==> src/rtl/arbiter_pkg.sv <==
// Shared types and constants for the instruction/data memory port arbiter.
package arbiter_pkg;

  typedef enum logic [1:0] {
    IDLE   = 2'd0,
    ACCESS = 2'd1,
    DONE   = 2'd2
  } state_t;

  localparam int DEFAULT_LATENCY    = 2;
  localparam int DEFAULT_STREAK_MAX = 3;

  localparam logic GRANT_IF = 1'b0;
  localparam logic GRANT_D  = 1'b1;

  // Counter width able to hold values 0..n-1, never narrower than one bit.
  function automatic int width_of(input int n);
    return (n < 2) ? 1 : $clog2(n);
  endfunction

endpackage

==> src/rtl/arb_priority_pick.sv <==
// Combinational winner selection: data first, unless a waiting fetch has
// already been passed over STREAK_MAX times in a row.
module arb_priority_pick
  import arbiter_pkg::*;
#(
  parameter int STREAK_MAX = DEFAULT_STREAK_MAX,
  parameter int STREAK_W   = width_of(STREAK_MAX + 1)
) (
  input  logic                if_req,
  input  logic                d_req,
  input  logic [STREAK_W-1:0] streak,
  output logic                any_req,
  output logic                grant
);

  logic fetch_due;

  always_comb begin
    fetch_due = if_req && (streak == STREAK_W'(STREAK_MAX));
    any_req   = if_req || d_req;
    grant     = (d_req && !fetch_due) ? GRANT_D : GRANT_IF;
  end

endmodule

==> src/rtl/mem_port_arbiter.sv <==
// Shares one fixed-latency single-ported memory between the fetch and data
// ports; each access runs IDLE -> ACCESS (LATENCY cycles) -> DONE.
module mem_port_arbiter
  import arbiter_pkg::*;
#(
  parameter int LATENCY    = DEFAULT_LATENCY,
  parameter int STREAK_MAX = DEFAULT_STREAK_MAX,
  parameter int ADDR_W     = 30,
  parameter int DATA_W     = 32
) (
  input  logic              clk,
  input  logic              reset,
  input  logic              if_req,
  input  logic [ADDR_W-1:0] if_addr,
  output logic [DATA_W-1:0] if_rdata,
  output logic              if_ready,
  output logic              stall_if,
  input  logic              d_req,
  input  logic              d_we,
  input  logic [ADDR_W-1:0] d_addr,
  input  logic [DATA_W-1:0] d_wdata,
  output logic [DATA_W-1:0] d_rdata,
  output logic              d_ready,
  output logic              stall_d,
  output logic [ADDR_W-1:0] mem_addr,
  output logic [DATA_W-1:0] mem_wdata,
  output logic              mem_re,
  output logic              mem_we,
  input  logic [DATA_W-1:0] mem_rdata
);

  localparam int CNT_W    = width_of(LATENCY + 1);
  localparam int STREAK_W = width_of(STREAK_MAX + 1);
  localparam logic [CNT_W-1:0] CNT_LAST = CNT_W'(LATENCY - 1);

  state_t              state;
  logic [CNT_W-1:0]    cnt;
  logic [STREAK_W-1:0] streak;
  logic                grant_d;
  logic                we_lat;
  logic                any_req;
  logic                pick;

  arb_priority_pick #(
    .STREAK_MAX (STREAK_MAX),
    .STREAK_W   (STREAK_W)
  ) u_pick (
    .if_req  (if_req),
    .d_req   (d_req),
    .streak  (streak),
    .any_req (any_req),
    .grant   (pick)
  );

  assign stall_if = if_req && !if_ready;
  assign stall_d  = d_req && !d_ready;

  // Strobes are registered one state ahead so they line up exactly with the
  // ACCESS cycles; the store strobe is armed only for the last of them.
  always_ff @(posedge clk or posedge reset) begin
    if (reset) begin
      state     <= IDLE;
      cnt       <= '0;
      streak    <= '0;
      grant_d   <= 1'b0;
      we_lat    <= 1'b0;
      mem_addr  <= '0;
      mem_wdata <= '0;
      mem_re    <= 1'b0;
      mem_we    <= 1'b0;
      if_rdata  <= '0;
      d_rdata   <= '0;
      if_ready  <= 1'b0;
      d_ready   <= 1'b0;
    end else begin
      case (state)
        IDLE: begin
          if (any_req) begin
            grant_d <= (pick == GRANT_D);
            cnt     <= '0;
            state   <= ACCESS;
            if (pick == GRANT_D) begin
              mem_addr  <= d_addr;
              mem_wdata <= d_wdata;
              we_lat    <= d_we;
              mem_re    <= !d_we;
              mem_we    <= d_we && (LATENCY == 1);
              streak    <= if_req ? streak + STREAK_W'(1) : '0;
            end else begin
              mem_addr <= if_addr;
              we_lat   <= 1'b0;
              mem_re   <= 1'b1;
              mem_we   <= 1'b0;
              streak   <= '0;
            end
          end
        end
        ACCESS: begin
          if (cnt == CNT_LAST) begin
            mem_re   <= 1'b0;
            mem_we   <= 1'b0;
            state    <= DONE;
            if_ready <= !grant_d;
            d_ready  <= grant_d;
            if (!we_lat) begin
              if (grant_d) d_rdata <= mem_rdata;
              else         if_rdata <= mem_rdata;
            end
          end else begin
            cnt    <= cnt + CNT_W'(1);
            mem_we <= we_lat && (cnt == CNT_LAST - CNT_W'(1));
          end
        end
        DONE: begin
          if_ready <= 1'b0;
          d_ready  <= 1'b0;
          state    <= IDLE;
        end
        default: state <= IDLE;
      endcase
    end
  end

endmodule

==> config.mk <==
export PLATFORM = sky130hd
export DESIGN_NAME = mem_port_arbiter
export DESIGN_NICKNAME = d
export VERILOG_FILES = /design/src/rtl/arbiter_pkg.sv /design/src/rtl/arb_priority_pick.sv /design/src/rtl/mem_port_arbiter.sv
export SDC_FILE = /design/constraint.sdc
export NUM_CORES = 1
export LEC_CHECK = 0
export BUFFER_PORTS_ARGS = -buffer_cell sky130_fd_sc_hd__buf_2
export CAP_MARGIN = 10
export CORE_MARGIN = 1.5
export CORE_UTILIZATION = 50
export DETAILED_ROUTE_END_ITERATION = 7
export HOLD_SLACK_MARGIN = 0.06
export PLACE_DENSITY_LB_ADDON = 0.08
export SETUP_SLACK_MARGIN = 0.2
export SLEW_MARGIN = 20
export SYNTH_ARGS = -nofsm -noshare
export SYNTH_HDL_FRONTEND = slang
export SYNTH_HIERARCHICAL = 1
export SYNTH_SLANG_ARGS = --single-unit
==> constraint.sdc <==
create_clock -name clk -period 6.7 [get_ports clk]
set_clock_uncertainty 0.1 [all_clocks]
set_input_delay 0.335 -clock clk [delete_from_list [all_inputs] [get_ports clk]]
set_output_delay 0.335 -clock clk [all_outputs]
set_load 0.005 [all_outputs]
# == Word-level counts from Yosys, hierarchy flattened ==
# Index checks and enable logic that the tools add are counted.
# totals
ff_bits,138
out_inout_bits,132
wordCells,70
# classes
addsub,2
eq_ne,7
n_mux,22
bitwise_logic,2
n_reduce_logical,24
# ops
cell,n
30-bit 2-to-1 mux,1
2-bit 2-to-1 mux,6
1-bit 2-to-1 mux,9
3-bit AND reduction,3
1-bit case mux with 2 select lines,4
2-bit case mux with 2 select lines,2
2-bit AND reduction,4
4-bit AND reduction,2
"2-bit inequality test, second input constant",3
1-bit logical AND,5
1-bit logical NOT,5
"2-bit by 1-bit adder with 2-bit output, second input constant",2
"2-bit by 1-bit == test with 1-bit output, second input constant",2
"2-bit == test, second input constant",2
2-bit logical NOT,2
2-bit nonzero test,2
1-bit NOT,2
1-bit logical OR,1

# == Depth between registers and ports, before layout ==
# logic_depth
word_depth,8
depth_mapped,6
mapped_depth_nobuf,5

# == Modules after synthesis ==
# Netlist, hierarchy kept.
# modules_own_cells
mod,instances,cells_each,area_each_um2,seq_area_each_um2
mem_port_arbiter,1,396,5550.3,3453.3
arb_priority_pick,1,3,16.3,0.0

# == Worst setup path after synthesis ==
# Ideal clock, no wire load.
# synth_timing
kind,register to register
start,register cnt[1]
end,register if_rdata[0]
setup_ns,0.125
arrival_time_ns,1.705
required_ns,6.475
setup_slack_ns,4.770
path_stages_with_launch,7
n_path_buf,1
synth_period_minus_slack_ns,1.930
path_cell_list,dfrtp_1 > inv_1 > ha_1 > and3b_2 > nor3b_4 > buf_6 > mux2_2
# synth_between
elab_chain_cells,2
# synth_rtl
element,line,rtl
"start, declared",mem_port_arbiter.sv:37,logic [CNT_W-1:0] cnt;
"start signal, assigned",mem_port_arbiter.sv:110,cnt <= cnt + CNT_W'(1);
2-bit by 1-bit == test with 1-bit output,mem_port_arbiter.sv:99,if (cnt == CNT_LAST) begin
4-bit AND reduction (no line),n/a,
"end signal, assigned",mem_port_arbiter.sv:107,else if_rdata <= mem_rdata;
"end, declared",mem_port_arbiter.sv:15,"output logic [DATA_W-1:0] if_rdata,"
# Every way passes these cells.
# A chain may end at the register's enable or synchronous reset.

# == Worst setup path in the final report ==
# layout_timing
start,input port if_req
end,register mem_addr[27]
# layout_between
elab_chain_cells,5
word_cells_on_any_way,7
cone_classes,mux: 2; reduce/logical: 5
# layout_rtl
element,line,rtl
"start, declared",mem_port_arbiter.sv:13,"input logic if_req,"
1-bit logical AND,arb_priority_pick.sv:19,fetch_due = if_req && (streak == STREAK_W'(STREAK_MAX));
1-bit logical NOT,arb_priority_pick.sv:21,grant = (d_req && !fetch_due) ? GRANT_D : GRANT_IF;
1-bit logical AND,arb_priority_pick.sv:21,
1-bit 2-to-1 mux,arb_priority_pick.sv:21,
named net pick,mem_port_arbiter.sv:42,logic pick;
30-bit 2-to-1 mux,mem_port_arbiter.sv:82,if (pick == GRANT_D) begin
"end signal, assigned",mem_port_arbiter.sv:83,mem_addr <= d_addr;
"end signal, assigned",mem_port_arbiter.sv:90,mem_addr <= if_addr;
"end, declared",mem_port_arbiter.sv:25,"output logic [ADDR_W-1:0] mem_addr,"
# The timed path passes the listed nets, and every way through them passes these cells.

==> flow_summary.json <==
{
  "dp_hpwl_um": 9010,
  "drc": 0,
  "via_per_inst": 5.02,
  "dieHeight_um": 109,
  "p_sw_mw": 1.17,
  "worstMarginPinSlew_ns": 0.641,
  "combPwrFrac": 0.346,
  "die_area_um2": 11800,
  "dp.cells": 783,
  "ctsHoldBuffers": 123,
  "intPower_mw": 2.66,
  "finalHoldViolCount": 0,
  "grt_usage": 0.274,
  "clock_latency_ns": 0.52,
  "reg2reg_from": "streak[0]$_DFFE_PP0P_",
  "grt_pass1_vias": 4991,
  "seq_area_frac_synth": 0.620,
  "p_leak_nw": 4.39,
  "min_from": "if_addr[1]",
  "p_per_area_nw_per_um2": 434,
  "cap_violations": 0,
  "register_area_um2": 3450,
  "layout-drive-gt1-share": 0.498,
  "worstSetupPathType": "input pin to flop",
  "nFillCells": 617,
  "core_um2": 10800,
  "holdPathStages": 3,
  "cp_cell_sequence": "dlygate4sd3_1, buf_2, a31oi_4, buf_4, mux2i_1, dlygate4sd3_1, o21ai_0",
  "instances_no_fill": 937,
  "seqPwrFrac": 0.392,
  "vias": 4704,
  "antennaDiodeCount": 0,
  "drt-wirelength-per-cell_um": 16.5,
  "clkSlewWorstSetupHoldPaths_ns": 0.06,
  "syn_inst": 399,
  "required_ns": 6.96,
  "end_kind": "flop",
  "rrSetupSlack_ns": 4.33,
  "rows": 38,
  "drv_slew": 0,
  "final_cell_mix": "buf_2 (260), dfrtp_1 (138), dlygate4sd3_1 (123)",
  "start_util": 0.514,
  "antenna_found_initial": 0,
  "cts_htree_levels": 4,
  "cts_buffers": 17,
  "ant_nets": 0,
  "grt_first_pass_wirelength_um": 24300,
  "rr_worst_depth": 5,
  "timing.rr.end": "mem_addr[27]$_DFFE_PP0P_",
  "ys.warnings.count": 6,
  "ys_types": 29,
  "fin_crit_ns": 2.40,
  "path_buf_inv": 4,
  "root_buffer": "clkbuf_8",
  "holdPathEnd": "mem_addr[1]$_DFFE_PP0P_",
  "worstPathMaxFanout": 34,
  "grt_max_degree": 67,
  "final_core_util": 0.816,
  "gr-total-overflow": 0,
  "slew_headroom": 0.572,
  "dieWidth_um": 109,
  "crit_path_frequent_cell": "dlygate4sd3_1",
  "drt-total-wl_um": 15500,
  "ios": 261,
  "multi_input_area_um2": 1980,
  "slowest_stage": "dlygate4sd3_1",
  "area_growth_pct": 59.0,
  "post_synth_instance_area_um2": 5570,
  "finalSetupViolCount": 0,
  "crit_arrival_ns": 2.66,
  "clockBufferDepth": 2,
  "status": "finished clean",
  "swShare": 0.306,
  "power_frac_clock": 0.262,
  "cts-resized-gates": 0,
  "hold_ws_ns": 0.0542,
  "fmax_mhz": 417,
  "port_buffers": 260,
  "rsz0062_at_grt": "no",
  "crit_path_start_kind": "input pin",
  "postCtsSetupRepairBufs": 0,
  "cts_sinks": 138,
  "setup_tns_ns": 0,
  "critical-path-max-stage-delay_ns": 0.59,
  "fin_nets": 916,
  "place.gp.congestion": 0.746,
  "peakVddDrop_mv": 0.229,
  "path_delay_family": "buffers and inverters",
  "dr.pass1.iters": 4,
  "post-route-period-util": 0.358,
  "synth_area_per_cell_um2": 14.0,
  "mostFrequentLayoutCell": "buf_2",
  "ys_seq_elements": 138,
  "hold_class": "input pin to flop",
  "synth_nets": 530,
  "drt_iter0_drc": 204,
  "tritoncts": "done"
}
==> flip-flops by register name (all words and copies together), names as in the netlist <==
signal     count
if_ready       1
mem_we         1
d_rdata       32
state          2
mem_addr      30
we_lat         1
grant_d        1
streak         2
cnt            2
d_ready        1
mem_wdata     32
if_rdata      32
mem_re         1
==> power by group through the flow <==
| stage | clock, mW | combinational [mW] | sequential [mW] |
|---|---|---|---|
| after floorplan | 0 | 0.661 | 1.51 |
| after CTS | 1.02 | 1.31 | 1.49 |
| after detailed placement | 0 | 1.25 | 1.50 |
| after global routing | 1.06 | 1.46 | 1.55 |
| final | 1.01 | 1.33 | 1.50 |
| after global placement | 0 | 1.20 | 1.48 |
==> stage by stage <==
stage | cell area [um^2] | power [mW] | setup WS [ns]
after floorplan | 5570 | 2.17 | 2.57
after global placement | 6980 | 2.68 | 4.54
final | 8850 | 3.84 | 4.30
after CTS | 8850 | 3.82 | 4.39
after detailed placement | 6980 | 2.75 | 4.46
after global routing | 8850 | 4.08 | 4.20
==> cells by family after synthesis <==
kind of cell / synth area share
compound gates: 0.0441
fa+ha+maj: 0.00449
buf+inv: 0.0265
flops: 0.620
mux: 0.252
simple gates: 0.0526
==> worst reg2reg max path: cells and delay by family, from the launching register on <==
family / cells / cell delay [ns]
buffers and inverters: 2 / 1.06
DFF: 1 / 0.43
muxes: 1 / 0.33
AOI/OAI and AO/OA: 2 / 0.29
==> layout make-up <==
type,count,area share
clock inverter,11,0.0218
inverter,5,0.00240
clock buffer,20,0.0503
sequential,138,0.390
multi-input combinational,234,0.224
tap,140,0.0198
timing repair buffer,389,0.291
==> worst max-delay path by stage <==
stage / startpoint / end / slack (ns) / cells after the start
2_1_floorplan: reset / cnt[0]$_DFFE_PP0P_ / 2.57 / 1
3_3_place_gp: cnt[1]$_DFFE_PP0P_ / if_rdata[25]$_DFFE_PP0P_ / 4.54 / 6
3_5_place_dp: if_req / mem_addr[1]$_DFFE_PP0P_ / 4.46 / 4
4_1_cts: if_req / mem_addr[7]$_DFFE_PP0P_ / 4.39 / 7
5_1_grt: streak[0]$_DFFE_PP0P_ / mem_addr[27]$_DFFE_PP0P_ / 4.20 / 5
6_report: if_req / mem_addr[27]$_DFFE_PP0P_ / 4.30 / 7
==> layer usage <==
layer	track usage	vias up	wire length [um]
met5	0	-	0
met4	0.136	0	532
met3	0.0832	49	1090
met1	0.287	2278	5660
met2	0.494	197	8190
li1	-	2180	-
==> cell usage after synthesis (all sizes together) <==
library cell    n  share of area
a21oi           1        0.00090
a22o            3         0.0047
a31oi           3         0.0034
and3b           1         0.0018
buf            18          0.020
clkbuf          4         0.0027
dfrtp         138           0.62
ha              2         0.0045
inv             5         0.0034
mux2           97           0.20
mux2i          31          0.056
nand2          39          0.026
nand3           3         0.0027
nand3b          1         0.0013
nand4           1         0.0011
nand4b          2         0.0031
nor2            1        0.00067
nor2b           6         0.0067
nor3b           2         0.0047
o211ai          1         0.0013
o21ai          36          0.032
o21bai          1         0.0013
or2             1         0.0011
or2b            1         0.0013
or3b            1         0.0016
No activity file was read; power rests on OpenSTA's default activity.
